File: config.mk
export PLATFORM = sky130hd
export DESIGN_NAME = poly_ctrl
export DESIGN_NICKNAME = d
export VERILOG_FILES = /design/src/rtl/poly_ctrl.sv
export SDC_FILE = /design/constraint.sdc
export NUM_CORES = 1
export LEC_CHECK = 0
export ABC_AREA = 1
export ABC_CLOCK_PERIOD_IN_PS = 1600
export CORE_AREA = 3 3 55 57
export CTS_CLUSTER_DIAMETER = 120
export DETAILED_ROUTE_END_ITERATION = 12
export DIE_AREA = 0 0 58 60
export PLACE_DENSITY_LB_ADDON = 0.15
export SETUP_SLACK_MARGIN = 0.02
export SLEW_MARGIN = 15
export SYNTH_ARGS = -nofsm -noshare
export SYNTH_HDL_FRONTEND = slang
export SYNTH_SLANG_ARGS = --single-unit
File: constraint.sdc
create_clock -name clk -period 1.6 [get_ports clk]
set_input_delay 0.32 -clock clk [delete_from_list [all_inputs] [get_ports clk]]
set_output_delay 0.32 -clock clk [all_outputs]
set_load 0.1 [all_outputs]
File: src/rtl/poly_ctrl.sv
// Sequencing controller for a Horner-style polynomial datapath (A*X+B or A*X^2+B*X+C).
// Optional abort input enabled by defining POLY_CTRL_ABORT_EN.
module poly_ctrl (
  input  logic       clk,
  input  logic       rst,
  input  logic       start,
  input  logic       deg,
`ifdef POLY_CTRL_ABORT_EN
  input  logic       abort,
`endif
  output logic       busy,
  output logic       done,
  output logic       LX,
  output logic       LH,
  output logic       LS,
  output logic       H,
  output logic [1:0] M0,
  output logic [1:0] M1,
  output logic [1:0] M2,
  output logic [7:0] op_cnt
);

  typedef enum logic [2:0] {
    IDLE  = 3'd0,
    LOADX = 3'd1,
    MUL1  = 3'd2,
    ADD1  = 3'd3,
    MUL2  = 3'd4,
    ADD2  = 3'd5,
    DONE  = 3'd6
  } state_t;

  typedef struct packed {
    logic       busy;
    logic       done;
    logic       lx;
    logic       ls;
    logic       h;
    logic [1:0] m0;
    logic [1:0] m1;
    logic [1:0] m2;
  } ctrl_t;

  state_t state;
  state_t nxt;
  ctrl_t  ctrl;
  logic   deg_q;
  logic   abort_req;

`ifdef POLY_CTRL_ABORT_EN
  assign abort_req = abort;
`else
  assign abort_req = 1'b0;
`endif

  // Outputs are a pure function of the state being entered, so registering
  // decode(nxt) keeps them aligned with the state register (Moore behaviour).
  function automatic ctrl_t decode(input state_t s);
    ctrl_t c;
    c = '0;
    case (s)
      LOADX: begin c.busy = 1'b1; c.lx = 1'b1; end
      MUL1:  begin c.busy = 1'b1; c.h = 1'b1; c.ls = 1'b1; end
      ADD1:  begin c.busy = 1'b1; c.m0 = 2'b01; c.m2 = 2'b10; c.ls = 1'b1; end
      MUL2:  begin c.busy = 1'b1; c.m1 = 2'b01; c.m2 = 2'b10; c.h = 1'b1; c.ls = 1'b1; end
      ADD2:  begin c.busy = 1'b1; c.m0 = 2'b10; c.m2 = 2'b10; c.ls = 1'b1; end
      DONE:  begin c.busy = 1'b1; c.done = 1'b1; end
      default: c = '0;
    endcase
    return c;
  endfunction

  always_comb begin
    nxt = IDLE;
    case (state)
      IDLE:    nxt = (start && !abort_req) ? LOADX : IDLE;
      LOADX:   nxt = MUL1;
      MUL1:    nxt = ADD1;
      ADD1:    nxt = deg_q ? MUL2 : DONE;
      MUL2:    nxt = ADD2;
      ADD2:    nxt = DONE;
      DONE:    nxt = IDLE;
      default: nxt = IDLE;
    endcase
    if (state != IDLE && abort_req) nxt = IDLE;
  end

  always_ff @(posedge clk or negedge rst) begin
    if (!rst) begin
      state  <= IDLE;
      ctrl   <= '0;
      deg_q  <= 1'b0;
      op_cnt <= 8'd0;
    end else begin
      state <= nxt;
      ctrl  <= decode(nxt);
      if (state == IDLE && start && !abort_req) deg_q <= deg;
      if (nxt == DONE) op_cnt <= op_cnt + 8'd1;
    end
  end

  assign busy = ctrl.busy;
  assign done = ctrl.done;
  assign LX   = ctrl.lx;
  assign LH   = 1'b0;
  assign LS   = ctrl.ls;
  assign H    = ctrl.h;
  assign M0   = ctrl.m0;
  assign M1   = ctrl.m1;
  assign M2   = ctrl.m2;

endmodule

; Word-level counts from Yosys, hierarchy flattened
; Index checks and enable logic that the tools add are counted.
[totals]
ff_bits = 23
latchBits = 0
mem_bits_rw = 0
rom_bits = 0
input_bits = 4
output_inout_bits = 20
wordCells = 40
mem_count = 0
[op_classes]
add_sub_neg = 1
mul = 0
div = 0
n_lt_le_gt_ge = 0
n_eq_ne = 11
shifts = 0
n_mux = 11
bitwise = 0
n_reduce_logical = 6
[ops]
columns = cell, count
row1 = 3-bit case mux with 6 select lines, 1
row2 = "3-bit == test, second input constant", 5
row3 = "3-bit by 2-bit == test with 1-bit output, second input constant", 4
row4 = "8-bit by 1-bit adder with 8-bit output, second input constant", 1
row5 = 1-bit two-way mux, 7
row6 = "3-bit by 1-bit == test with 1-bit output, second input constant", 2
row7 = 6-bit OR reduction, 1
row8 = 2-bit two-way mux, 2
row9 = 2-bit case mux with 2 select lines, 1
row10 = 4-bit OR reduction, 1
row11 = 3-bit logical NOT, 1
row12 = 3-bit OR reduction, 1
row13 = 2-bit OR reduction, 1
row14 = 1-bit logical AND, 1

; Depth between registers and ports, before layout
[depth]
word_depth = 5
depth_mapped = 8
ltp_nobuf = 8

; Least setup slack after synthesis
; Ideal clock, no wire load.
[synth_path]
kind = flip-flop to flip-flop
from = reg op_cnt[2]
to = reg op_cnt[7]
setup_time_ps = 120
t_arrival_ps = 1693
required_time_ps = 1480
path_slack_ps = -213
path_stages_with_launch = 9
n_path_buf = 1
period_less_slack_ps = 1813
cell_sequence = dfrtp_1 > buf_2 > nand2_1 > nor2_1 > nand2_1 > nand2_1 > nand2_1 > nand2_1 > nand2_1
[synth_between]
elab_chain_cells = 1
[synth_lines]
columns = item, line_no
row1 = start: declaration, 20  ; output logic [7:0] op_cnt
row2 = start signal: assignment, 98  ; if (nxt == DONE) op_cnt <= op_cnt + 8'd1;
row3 = 8-bit by 1-bit adder with 8-bit output, 98
; Every way passes these cells.
; A chain may end at the register's enable or synchronous reset.

; Worst setup path in the final report
[layout_path]
from = reg state[2]
to = reg ctrl, in the netlist busy
[layout_between]
elab_chain_cells = 5
word_cells_on_any_way = 15
cone_classes = eq/ne (11) / mux (2) / reduce/logical (2)
[layout_lines]
columns = item, line_no
row1 = start: declaration, 44  ; state_t state;
row2 = start signal: assignment, 95  ; state <= nxt;
row3 = "3-bit == test, or another cell as far along", 75  ; case (state)
row4 = 3-bit case mux with 6 select lines *, 75
row5 = via nxt[2], 45  ; state_t nxt;
row6 = "3-bit == test, or another cell as far along", 61  ; case (s)
row7 = 6-bit OR reduction (no source line) *, n/a
row8 = 1-bit two-way mux *, 61
row9 = end signal: assignment, 96  ; ctrl <= decode(nxt);
row10 = end: declaration, 46  ; ctrl_t ctrl;
; The timed path passes the listed nets; every way through them passes the cells marked *.

==> flow_summary.json <==
{
  "drtIter0Drc": 17,
  "gp_congestion": 0.7557,
  "syn-mean-instance-area_um2": 8.270,
  "fp.dieArea_um2": 3480,
  "top_layer": "met4",
  "r2r_setup_slack_ps": 190,
  "synth_top_area_share_pct": 51.66,
  "crit_type": "reg2reg",
  "clock-sinks": 21,
  "tns_ps": 0,
  "yosysUniqueCellTypes": 22,
  "yosysTopAreaCell": "dfrtp_1",
  "met3WireLength_um": 95,
  "insertedDiodeCount": 0,
  "cp-start-kind": "flip-flop",
  "finalHoldViolCount": 0,
  "cts_buffers": 3,
  "layout-drive-gt1-share_pct": 26.71,
  "yosys-top-cells-area": "dfrtp_1 52%, nand2_1 17%, nand3_1 4.9%, inv_1 4.1%, ha_1 3.7%",
  "required_ps": 1790,
  "dp_hpwl_um": 1475,
  "maxCapViolCount": 0,
  "portBuffers": 20,
  "placementRows": 18,
  "arrival_ps": 1610,
  "fmax_mhz": 707.3,
  "viasPerCell": 4.614,
  "nNetsFinal": 154,
  "htreeDepth": 1,
  "ys_seq_elements": 21,
  "grt-ovfl-total": 0,
  "drtPass1Iterations": 4,
  "finalSetupViolCount": 0,
  "wl_per_cell_um": 11.23,
  "syn_inst": 123,
  "outcome": "completed",
  "clk_latency_ps": 300,
  "routedLengthMet1_um": 894,
  "syn_area_um2": 1017,
  "grt_max_degree": 22,
  "cp_max_fo": 5,
  "grt_antenna_before_repair": 0,
  "syn2layout_area_growth_pct": 42.19,
  "coreArea_um2": 2522,
  "dieWidth_um": 58,
  "hp-class": "in2async",
  "yosysWarnings": 0,
  "drt_wl_total_um": 1977,
  "end_kind": "flip-flop",
  "via_count": 812,
  "initial_core_util_pct": 40.33,
  "drc": 0,
  "fin_worst_skew_ps": 3.646,
  "period_needed_ps": 1414,
  "post-route-period-util_pct": 88.36,
  "rsz0062_at_grt": "false",
  "die_y_um": 60,
  "clk_pin_slew_ps": 120,
  "cts_setup_buffers": 0,
  "ioPinCount": 24,
  "ys_seq_area_share_pct": 51.66,
  "grt_util_all_layers_pct": 13.30,
  "clock_path_buffers": 2,
  "grt_pass1_wl_um": 3491,
  "clock-root-buffer": "clkbuf_4",
  "cts_tree": "yes",
  "r2r_cells": 7,
  "final_max_slew_viol_count": 0,
  "antenna_left": 0,
  "grt_pass1_vias": 823,
  "met2_length_um": 960
}
[final timing paths]
kind / from / end
max: state[2] / busy
min: rst / M1[0]
max reg2reg: state[2] / busy
min reg2reg: deg_q / deg_q
max in group asynchronous: rst / op_cnt[3]
min in group clk: deg_q / deg_q
[synthesized netlist by cell type, drive strengths merged]
| cell | n |
|---|---|
| a21oi | 2 |
| buf | 4 |
| conb | 1 |
| dfrtp | 21 |
| ha | 3 |
| inv | 14 |
| nand2 | 49 |
| nand3 | 10 |
| nand4 | 1 |
| nor2 | 11 |
| nor3 | 1 |
| o21ai | 4 |
| or2 | 1 |
| xor2 | 1 |
[repair_timing]
item	in CTS	in global routing
resized for setup	0	1
setup endpoints to repair	0	2
hold buffers	0	0
hold endpoints to repair	0	0
[logic make-up after synthesis]
kind of cell | share of synthesized area, %
compound gates | 3.321
xor+xnor | 0.8612
fa+ha+maj | 3.690
buf+inv | 8.118
flops | 51.66
other cells | 0.3686
simple gates | 31.98
[placed cells by master, fill, tap and decap left out, drive strengths merged]
cell / netlist / final
nand3: 10 / 10
clkinv: 0 / 1
nor3: 1 / 1
dfrtp: 21 / 21
a21oi: 2 / 2
nand4: 1 / 1
or2: 1 / 1
ha: 3 / 3
xor2: 1 / 1
conb: 1 / 3
nand2: 49 / 49
o21ai: 4 / 4
buf: 4 / 18
nor2: 11 / 11
clkdlybuf4s50: 0 / 3
clkbuf: 0 / 3
inv: 14 / 14
[state kept, by name, indices dropped and copies added, names as in the netlist]
| register | flops |
|---|---|
| LX | 1 |
| busy | 1 |
| M0 | 2 |
| done | 1 |
| LS | 1 |
| deg_q | 1 |
| state | 3 |
| op_cnt | 8 |
| H | 1 |
| M1 | 1 |
| M2 | 1 |
[routing by layer]
metal / vias up / GRT usage, %
met4: 0 / 5.960
met5: - / 0
met3: 4 / 2.160
li1: 416 / -
met2: 19 / 23.71
met1: 373 / 15.69
[metrics by stage]
step / worst slack (ps) / area, µm² / hold slack [ps] / instances / utilization, %
floorplan: 21.34 / 1031 / 24.41 / 125 / -
global placement: 190.4 / 1419 / 474.4 / 172 / 56.25
detailed placement: 90.48 / 1419 / 478.4 / 172 / 56.25
CTS: 80.52 / 1446 / 356.9 / 176 / 57.34
global route: 44.27 / 1446 / 371.0 / 176 / 57.34
finish: 186.3 / 1446 / 346.7 / 176 / 57.34
[critical path, cell delays in order (launching register included)]
cell     delay [ps]
dfrtp_1         470
inv_2           110
nand2_2          80
o21ai_1         250
inv_1            70
ha_1            180
nor2_1          100
nand2_1          60
[area by class of cell]
class	instances	area, µm²
Inverter	14	55.05
Fill cell	233	1076
Multi-Input combinational cell	86	416.7
Timing Repair Buffer	21	377.9
Tap cell	30	37.54
Sequential cell	21	531.8
Clock buffer	3	22.52
Clock inverter	1	5.005
Power is not shown: default switching activity piles up to over one toggle a cycle in this logic, so the estimate is an artifact.
